**config.mk**
```make
export PLATFORM = sky130hd
export DESIGN_NAME = td4_prog_loader_flat
export DESIGN_NICKNAME = d
export VERILOG_FILES = /design/src/rtl/td4_prog_loader_if.sv /design/src/rtl/td4_prog_loader.sv /design/src/flat_wrapper.sv
export SDC_FILE = /design/constraint.sdc
export NUM_CORES = 1
export LEC_CHECK = 0
export ABC_AREA = 1
export BUFFER_PORTS_ARGS = -buffer_cell sky130_fd_sc_hd__buf_2
export CAP_MARGIN = 20
export CORE_MARGIN = 2
export CORE_UTILIZATION = 60
export DETAILED_ROUTE_END_ITERATION = 8
export PLACE_DENSITY_LB_ADDON = 0.1
export SLEW_MARGIN = 20
export SYNTH_ARGS = -nofsm -noshare
export SYNTH_HDL_FRONTEND = slang
export SYNTH_SLANG_ARGS = --single-unit
```
**constraint.sdc**
```tcl
create_clock -name clk -period 3.2 [get_ports clk]
set_input_delay 0.16 -clock clk [delete_from_list [all_inputs] [get_ports clk]]
set_output_delay 0.16 -clock clk [all_outputs]
set_load 0.01 [all_outputs]
```
**src/rtl/td4_prog_loader_if.sv**
```systemverilog
// Pin-side bus of the TD4 program loader: load/run requests, the strobed
// byte input, the CPU fetch port, and the loader status outputs.
interface td4_prog_loader_if;
  logic       load_req;
  logic       run_req;
  logic [7:0] data_in;
  logic       data_strobe;
  logic [3:0] rom_addr;
  logic [7:0] rom_data;
  logic       cpu_run;
  logic       loading;
  logic       load_done;
  logic [4:0] byte_count;
  logic [7:0] checksum;

  // Driver side: top-level pins plus the CPU program counter.
  modport master (
    output load_req, run_req, data_in, data_strobe, rom_addr,
    input  rom_data, cpu_run, loading, load_done, byte_count, checksum
  );

  // Loader side.
  modport slave (
    input  load_req, run_req, data_in, data_strobe, rom_addr,
    output rom_data, cpu_run, loading, load_done, byte_count, checksum
  );
endinterface

```
**src/rtl/td4_prog_loader.sv**
```systemverilog
// TD4 program loader: captures up to 16 strobed bytes into a 16x8 flop
// array, serves the array to the CPU fetch port, and gates the CPU so it
// only runs once a program has been loaded and a run is requested.
module td4_prog_loader #(
  parameter int SYNC_STAGES = 2
) (
  input  logic              clk,
  input  logic              rst_n,
  td4_prog_loader_if.slave  bus
);

  typedef enum logic [1:0] {
    S_IDLE   = 2'd0,
    S_LOAD   = 2'd1,
    S_LOADED = 2'd2,
    S_RUN    = 2'd3
  } state_t;

  state_t                   state_q, state_d;
  logic [SYNC_STAGES-1:0]   sync_q;
  logic                     prev_q;
  logic                     strobe_pulse;
  logic                     wr_en;
  logic                     load_enter;
  logic [15:0][7:0]         mem_q;
  logic [3:0]               wr_addr_q;
  logic [4:0]               byte_count_q;
  logic [7:0]               checksum_q;

  // Bring the asynchronous strobe into the clk domain, then keep one
  // previous sample so a long-held level yields a single edge pulse.
  always_ff @(posedge clk or negedge rst_n) begin
    if (!rst_n) begin
      sync_q <= '0;
      prev_q <= 1'b0;
    end else begin
      sync_q <= {sync_q[SYNC_STAGES-2:0], bus.data_strobe};
      prev_q <= sync_q[SYNC_STAGES-1];
    end
  end

  assign strobe_pulse = sync_q[SYNC_STAGES-1] & ~prev_q;
  // An edge arriving on the same cycle load_req drops is discarded.
  assign wr_en        = (state_q == S_LOAD) && bus.load_req && strobe_pulse;
  assign load_enter   = (state_d == S_LOAD) && (state_q != S_LOAD);

  // State register.
  always_ff @(posedge clk or negedge rst_n) begin
    if (!rst_n) state_q <= S_IDLE;
    else        state_q <= state_d;
  end

  // Next-state decode; load_req wins over run_req everywhere.
  always_comb begin
    state_d = state_q;
    unique case (state_q)
      S_IDLE: begin
        if (bus.load_req)     state_d = S_LOAD;
        else if (bus.run_req) state_d = S_RUN;
      end
      S_LOAD: begin
        if (!bus.load_req)                       state_d = S_LOADED;
        else if (wr_en && byte_count_q == 5'd15) state_d = S_LOADED;
      end
      S_LOADED: begin
        if (bus.load_req)     state_d = S_LOAD;
        else if (bus.run_req) state_d = S_RUN;
      end
      S_RUN: begin
        if (bus.load_req)     state_d = S_LOAD;
      end
      default: state_d = S_IDLE;
    endcase
  end

  // Program array and load bookkeeping. Entering LOAD restarts the count
  // and checksum but leaves old array contents in place.
  always_ff @(posedge clk or negedge rst_n) begin
    if (!rst_n) begin
      mem_q        <= '0;
      wr_addr_q    <= '0;
      byte_count_q <= '0;
      checksum_q   <= '0;
    end else if (load_enter) begin
      wr_addr_q    <= '0;
      byte_count_q <= '0;
      checksum_q   <= '0;
    end else if (wr_en) begin
      mem_q[wr_addr_q] <= bus.data_in;
      wr_addr_q        <= wr_addr_q + 4'd1;
      byte_count_q     <= byte_count_q + 5'd1;
      checksum_q       <= checksum_q + bus.data_in;
    end
  end

  assign bus.rom_data   = mem_q[bus.rom_addr];
  assign bus.cpu_run    = (state_q == S_RUN);
  assign bus.loading    = (state_q == S_LOAD);
  assign bus.load_done  = (state_q == S_LOADED);
  assign bus.byte_count = byte_count_q;
  assign bus.checksum   = checksum_q;

endmodule

```
**src/flat_wrapper.sv**
```systemverilog
// flat-port wrapper written by rule: the top's interface ports become plain ports
module td4_prog_loader_flat 
#(
  parameter int SYNC_STAGES = 2
)
  (clk, rst_n, bus_load_req, bus_run_req, bus_data_in, bus_data_strobe, bus_rom_addr, bus_rom_data, bus_cpu_run, bus_loading, bus_load_done, bus_byte_count, bus_checksum);
  td4_prog_loader_if bus_i ();
  input  logic clk;
  input  logic rst_n;
  input wire logic [$bits(bus_i.load_req)-1:0] bus_load_req;
  input wire logic [$bits(bus_i.run_req)-1:0] bus_run_req;
  input wire logic [$bits(bus_i.data_in)-1:0] bus_data_in;
  input wire logic [$bits(bus_i.data_strobe)-1:0] bus_data_strobe;
  input wire logic [$bits(bus_i.rom_addr)-1:0] bus_rom_addr;
  output wire logic [$bits(bus_i.rom_data)-1:0] bus_rom_data;
  output wire logic [$bits(bus_i.cpu_run)-1:0] bus_cpu_run;
  output wire logic [$bits(bus_i.loading)-1:0] bus_loading;
  output wire logic [$bits(bus_i.load_done)-1:0] bus_load_done;
  output wire logic [$bits(bus_i.byte_count)-1:0] bus_byte_count;
  output wire logic [$bits(bus_i.checksum)-1:0] bus_checksum;
  assign bus_i.load_req = bus_load_req;
  assign bus_i.run_req = bus_run_req;
  assign bus_i.data_in = bus_data_in;
  assign bus_i.data_strobe = bus_data_strobe;
  assign bus_i.rom_addr = bus_rom_addr;
  assign bus_rom_data = bus_i.rom_data;
  assign bus_cpu_run = bus_i.cpu_run;
  assign bus_loading = bus_i.loading;
  assign bus_load_done = bus_i.load_done;
  assign bus_byte_count = bus_i.byte_count;
  assign bus_checksum = bus_i.checksum;
  td4_prog_loader #(.SYNC_STAGES(SYNC_STAGES)) u_core (.clk(clk), .rst_n(rst_n), .bus(bus_i));
endmodule
```
After elaboration in Yosys (flattened, before gate mapping)
Cells that the tools add are included.

Register bits after elaboration: 150. Input bits: 17. Output and inout port bits: 24.

Add/sub/neg operators: 3. Order comparisons: 3. Equal/unequal tests: 6. Mux-type cells: 17. Bitwise gates (word level): 3. Reductions and logical operators: 9.

Operator list (number): $bwmux W128 (1); $bmux W8 S4 (1); $demux W8 S4 (1); $mux W8 (4); $lt A4 B5 Y1 const B (2); $mux W2 (5); $mux W5 (2); $add A8 B8 Y8 (1); $mux W4 (2); $pmux W2 S3 (1); $add A5 B1 Y5 const B (1); $eq A5 B4 Y1 const B (1); $logic_and A1 B1 Y1 (5); $add A4 B1 Y4 const B (1); $eq A2 B1 Y1 const B (2); $eq A2 B2 Y1 const B (2); $ge A4 B1 Y1 const B (1); $logic_not A2 Y1 (1); $ne A2 B1 Y1 const B (1); $not A1 Y1 (2); $reduce_and A2 Y1 (1); $reduce_bool A2 Y1 (1); $reduce_or A2 Y1 (1); $and A1 B1 Y1 (1).

Longest topological paths before layout
Depth after elaboration: 11. Mapped depth: 9. Gate-level depth less buffers: 8.

Worst setup path after synthesis
Ideal clock, no wire load.

Path type: register -> register. Start: reg u_core.state_q[1]. End: reg u_core.mem_q[14] (netlist bit). Setup time: 129 ps. Arrival time: 1385 ps. Data required time: 3071 ps. Path slack: 1686 ps. Cell stages (with the launch flop): 9. Path buffers: 2. Period minus slack after synthesis: 1514 ps. Cells stage by stage: dfrtp_1 > nor2_4 > nand3_2 > buf_6 > nor2_8 > nand2_4 > buf_6 > nand2_1 > o21ai_2.

Cells in the longest elaborated chain, start to end: 11. Elaborated cells on any way between the ends: 19. Those cells by class: eq/ne: 5; mux: 6; bitwise: 1; reduce/logical: 7.

Ends and longest elaborated chain: from (decl) (line td4_prog_loader.sv:19) `state_t state_q, state_d;`; from (signal assigned) (line td4_prog_loader.sv:50) `else state_q <= state_d;`; $eq A2 B1 Y1 *; net bus_loading (line flat_wrapper.sv:17) `output wire logic [$bits(bus_i.loading)-1:0] bus_loading;`; $logic_and A1 B1 Y1 (2 in a row) (line td4_prog_loader.sv:44) `assign wr_en = (state_q == S_LOAD) && bus.load_req && strobe_pulse;`; $logic_and A1 B1 Y1 (line td4_prog_loader.sv:63) `else if (wr_en && byte_count_q == 5'd15) state_d = S_LOADED;`; $mux W2 (line td4_prog_loader.sv:63); $mux W2 (line td4_prog_loader.sv:62) `if (!bus.load_req) state_d = S_LOADED;`; $pmux W2 S3 (line td4_prog_loader.sv:56) `unique case (state_q)`; $eq A2 B1 Y1 (line td4_prog_loader.sv:45) `assign load_enter = (state_d == S_LOAD) && (state_q != S_LOAD);`; $logic_and A1 B1 Y1 (line td4_prog_loader.sv:45); $not A1 Y1 (no line); $reduce_and A2 Y1 (no line) *; to (signal, indexed assignment) (line td4_prog_loader.sv:89) `mem_q[wr_addr_q] <= bus.data_in;`; to (decl) (line td4_prog_loader.sv:25) `logic [15:0][7:0] mem_q;`.

The timed path passes the listed nets; every way through them passes the cells marked *. A chain may end at the register's enable or synchronous reset.

Final worst setup path
Start: reg u_core.state_q[0]. End: reg u_core.mem_q[112] (netlist bit).

Cells in the longest elaborated chain, start to end: 11. Elaborated cells on any way between the ends: 19. Those cells by class: eq/ne: 5; mux: 6; bitwise: 1; reduce/logical: 7.

Ends and longest elaborated chain (line): $eq A2 B1 Y1 (td4_prog_loader.sv:44, td4_prog_loader.sv:56); $logic_and A1 B1 Y1 (2 in a row) (td4_prog_loader.sv:44); $logic_and A1 B1 Y1 (td4_prog_loader.sv:63); $mux W2 (td4_prog_loader.sv:63); $mux W2 (td4_prog_loader.sv:62); $pmux W2 S3 (td4_prog_loader.sv:56); $eq A2 B1 Y1 (td4_prog_loader.sv:45); $logic_and A1 B1 Y1 (td4_prog_loader.sv:45); $not A1 Y1 (no line); $reduce_and A2 Y1 (no line) *.

Every way passes the cells marked *; elsewhere a longest branch is shown, timed or not.

==> metrics.yaml <==
outcome: "completed"
hold_class: "input port to flop"
cp_max_fo: 17
ys_top_cells_by_count: "225 x nand2_1, 150 x dfrtp_1, 92 x o21ai_0"
slowest_stage: "dfrtp_1"
p_int_uw: 3620
syn_area_per_cell_um2: 8.22
routedWlPerCell_um: 17.2
postRouteAntennaNets: 0
timing.final.crit_period_ns: 2.28
cp-start-kind: "flop"
antenna_cells: 0
rsz0062_at_grt: "no"
sw_frac_of_total: 0.244
synth-seq-cells: 150
setup_viol: 0
dr.pass1.iters: 5
p_leak_uw: 0.00407
fill_cells: 982
tritoncts: "done"
grt_pass1_wl_um: 30200
postSynthCellCount: 893
gp_congestion: 0.884
peakVddDrop_v: 0.000503
crit_type: "flop to flop"
whs_ns: 0.0649
cts-resized-gates: 0
fmax_mhz: 439
die_w_um: 115
cts-root-buf: "clkbuf_16"
ys_seq_area_frac: 0.511
route.detailed.drc: 0
hpwlAfterDp_um: 11700
ioPinCount: 41
h-tree-depth: 4
cts.sinks: 150
antenna_found_initial: 0
ys_top_cells_by_area: "dfrtp_1 51%, nand2_1 12%, o21ai_0 6.3%"
cap_violations: 0
synthDistinctLibCells: 32
cp_common_cell: "nand2_1"
ys.flop_type: "dfrtp_1"
hold_viol: 0
drt-total-wl_um: 18400
p_seq_frac: 0.435
num_rows: 40
fin_tns_setup_ns: 0
dieArea_um2: 13100
cts_buffers: 17
slowest_delay_ns: 0.42
synth_nets: 924
min_period_over_period: 0.711
final_max_slew_viol_count: 0
synth_most_common_cell: "nand2_1"
nNetsFinal: 942
slew_headroom: 0.425
crit_chain: "inv_2 -> nor2_4 -> nand3_2 -> buf_4 -> nor2_2 -> nand2_1 -> nand2_1 -> o21ai_0"
async_flop_share: 1.00
grt_pass1_vias: 5944
synth_top_area_frac: 0.511
power_frac_comb: 0.110
post_cts_buffers: 0
coreArea_um2: 12000
drive_above_1_share: 0.115
synth.largest_area_cell: "dfrtp_1"
end_kind: "flop"
yosysWarnings: 0
p_switching_uw: 1170
cts_hold_buf: 3
initial_core_util: 0.614
vias: 6230
grt_usage: 0.302
vias_per_cell: 5.82
fin_skew_ns: 0.00744
worst_pin_slew_ns: 0.862
dr.first_iter.drc_count: 740
path_clk_slew_ns: 0.06
synth_edf_count: 0
io_buffers: 40
gr-total-overflow: 0
p_per_area_nw_per_um2: 585
die_h_um: 115
power_frac_clock: 0.455
clock_latency_ns: 0.42
cts_buffer_depth: 2
layout-area-overhead-vs-synth_pct: 11.5
netlist_area_um2: 7340
grt_max_degree: 83
cp.arrival_ns: 2.53
critical_path_required_ns: 3.46
## worst max-delay path, delay by kind of cell (launching register included)
kind	cells	cell delay (ns)
AND/OR/NAND/NOR	5	1.18
flip-flops	1	0.42
buffers and inverters	2	0.38
AO/OA/AOI/OAI	1	0.12
## sequential cells by signal, summed over array words and instances, names as in the netlist
register	count
u_core.wr_addr_q	4
u_core.prev_q	1
u_core.bus.checksum	8
u_core.state_q	2
u_core.mem_q	128
u_core.sync_q	2
u_core.bus.byte_count	5
## stage by stage
stage / total power, µW / instance area, µm² / worst slack [ns] / utilization / cells
final: 4790 / 8190 / 0.923 / 0.685 / 1070
after CTS: 4810 / 8190 / 0.940 / 0.685 / 1070
after floorplan: 2440 / 7340 / 1.69 / - / 893
after global routing: 4980 / 8190 / 0.782 / 0.685 / 1070
after global placement: 2610 / 7510 / 1.14 / 0.628 / 1036
after detailed placement: 2640 / 7510 / 1.01 / 0.628 / 1036
## power groups by stage
stage                     Combinational (µW)  Sequential [µW]  Clock (µW)
final                                    529             2090        2180
after global routing                     597             2100        2290
after CTS                                531             2080        2200
after detailed placement                 523             2120           0
after global placement                   506             2110           0
after floorplan                          338             2100           0
## placed cells by master (no fill, tap or decap), types with 4 or more instances in the layout
cell | netlist | final
buf_2 | 10 | 39
a21oi_1 | 9 | 9
nand3_1 | 70 | 70
nand2_1 | 225 | 225
ha_1 | 13 | 13
o21ai_1 | 81 | 81
o21ai_2 | 4 | 4
clkbuf_16 | 0 | 17
o211ai_1 | 14 | 14
nand4_1 | 5 | 5
nand2_4 | 8 | 8
nor2_1 | 85 | 85
dfrtp_1 | 150 | 150
o21ai_0 | 92 | 92
inv_1 | 55 | 55
bufinv_16 | 0 | 5
buf_4 | 0 | 8
## metal layers
layer | track usage | vias up | share of wire
li1 | - | 2963 | -
met5 | 0 | - | 0
met3 | 0.0731 | 26 | 0.066
met1 | 0.406 | 2994 | 0.44
met2 | 0.480 | 247 | 0.47
met4 | 0.111 | 0 | 0.022
## cells by family (layout without fill, tap and decap cells)
logic type / Yosys count / in the layout / share of synthesized area
buffers and inverters: 110 / 140 / 0.0682
xor gates and xnor gates: 3 / 3 / 0.00358
adders and majority gates: 14 / 14 / 0.0249
and+or+nand+nor: 412 / 412 / 0.245
DFF: 150 / 150 / 0.511
AOI/OAI and AO/OA: 204 / 204 / 0.147
## path summary, 6_finish.rpt
check | start | end | slack [ns] | cells after the start
setup / recovery | u_core.state_q[0] | u_core.mem_q[112] | 0.92 | 8
hold / removal | bus_run_req | u_core.state_q[1] | 0.06 | 3
setup reg to reg | u_core.state_q[0] | u_core.mem_q[112] | 0.92 | 8
hold reg to reg | u_core.sync_q[0] | u_core.sync_q[1] | 0.35 | 0
max in group asynchronous | rst_n | u_core.mem_q[117] | 2.05 | 3
min in group asynchronous | rst_n | u_core.mem_q[1] | 0.32 | 2
## cell type report
type | count | area [µm²] | area share
Inverter | 58 | 218 | 0.0266
Clock buffer | 22 | 474 | 0.0579
Tap cell | 147 | 184 | 0.0225
Clock inverter | 9 | 173 | 0.0211
Sequential cell | 150 | 3750 | 0.458
Multi-Input combinational cell | 633 | 3090 | 0.377
Timing Repair Buffer | 51 | 297 | 0.0362
Note: power is estimated with default switching activity, not from simulation.
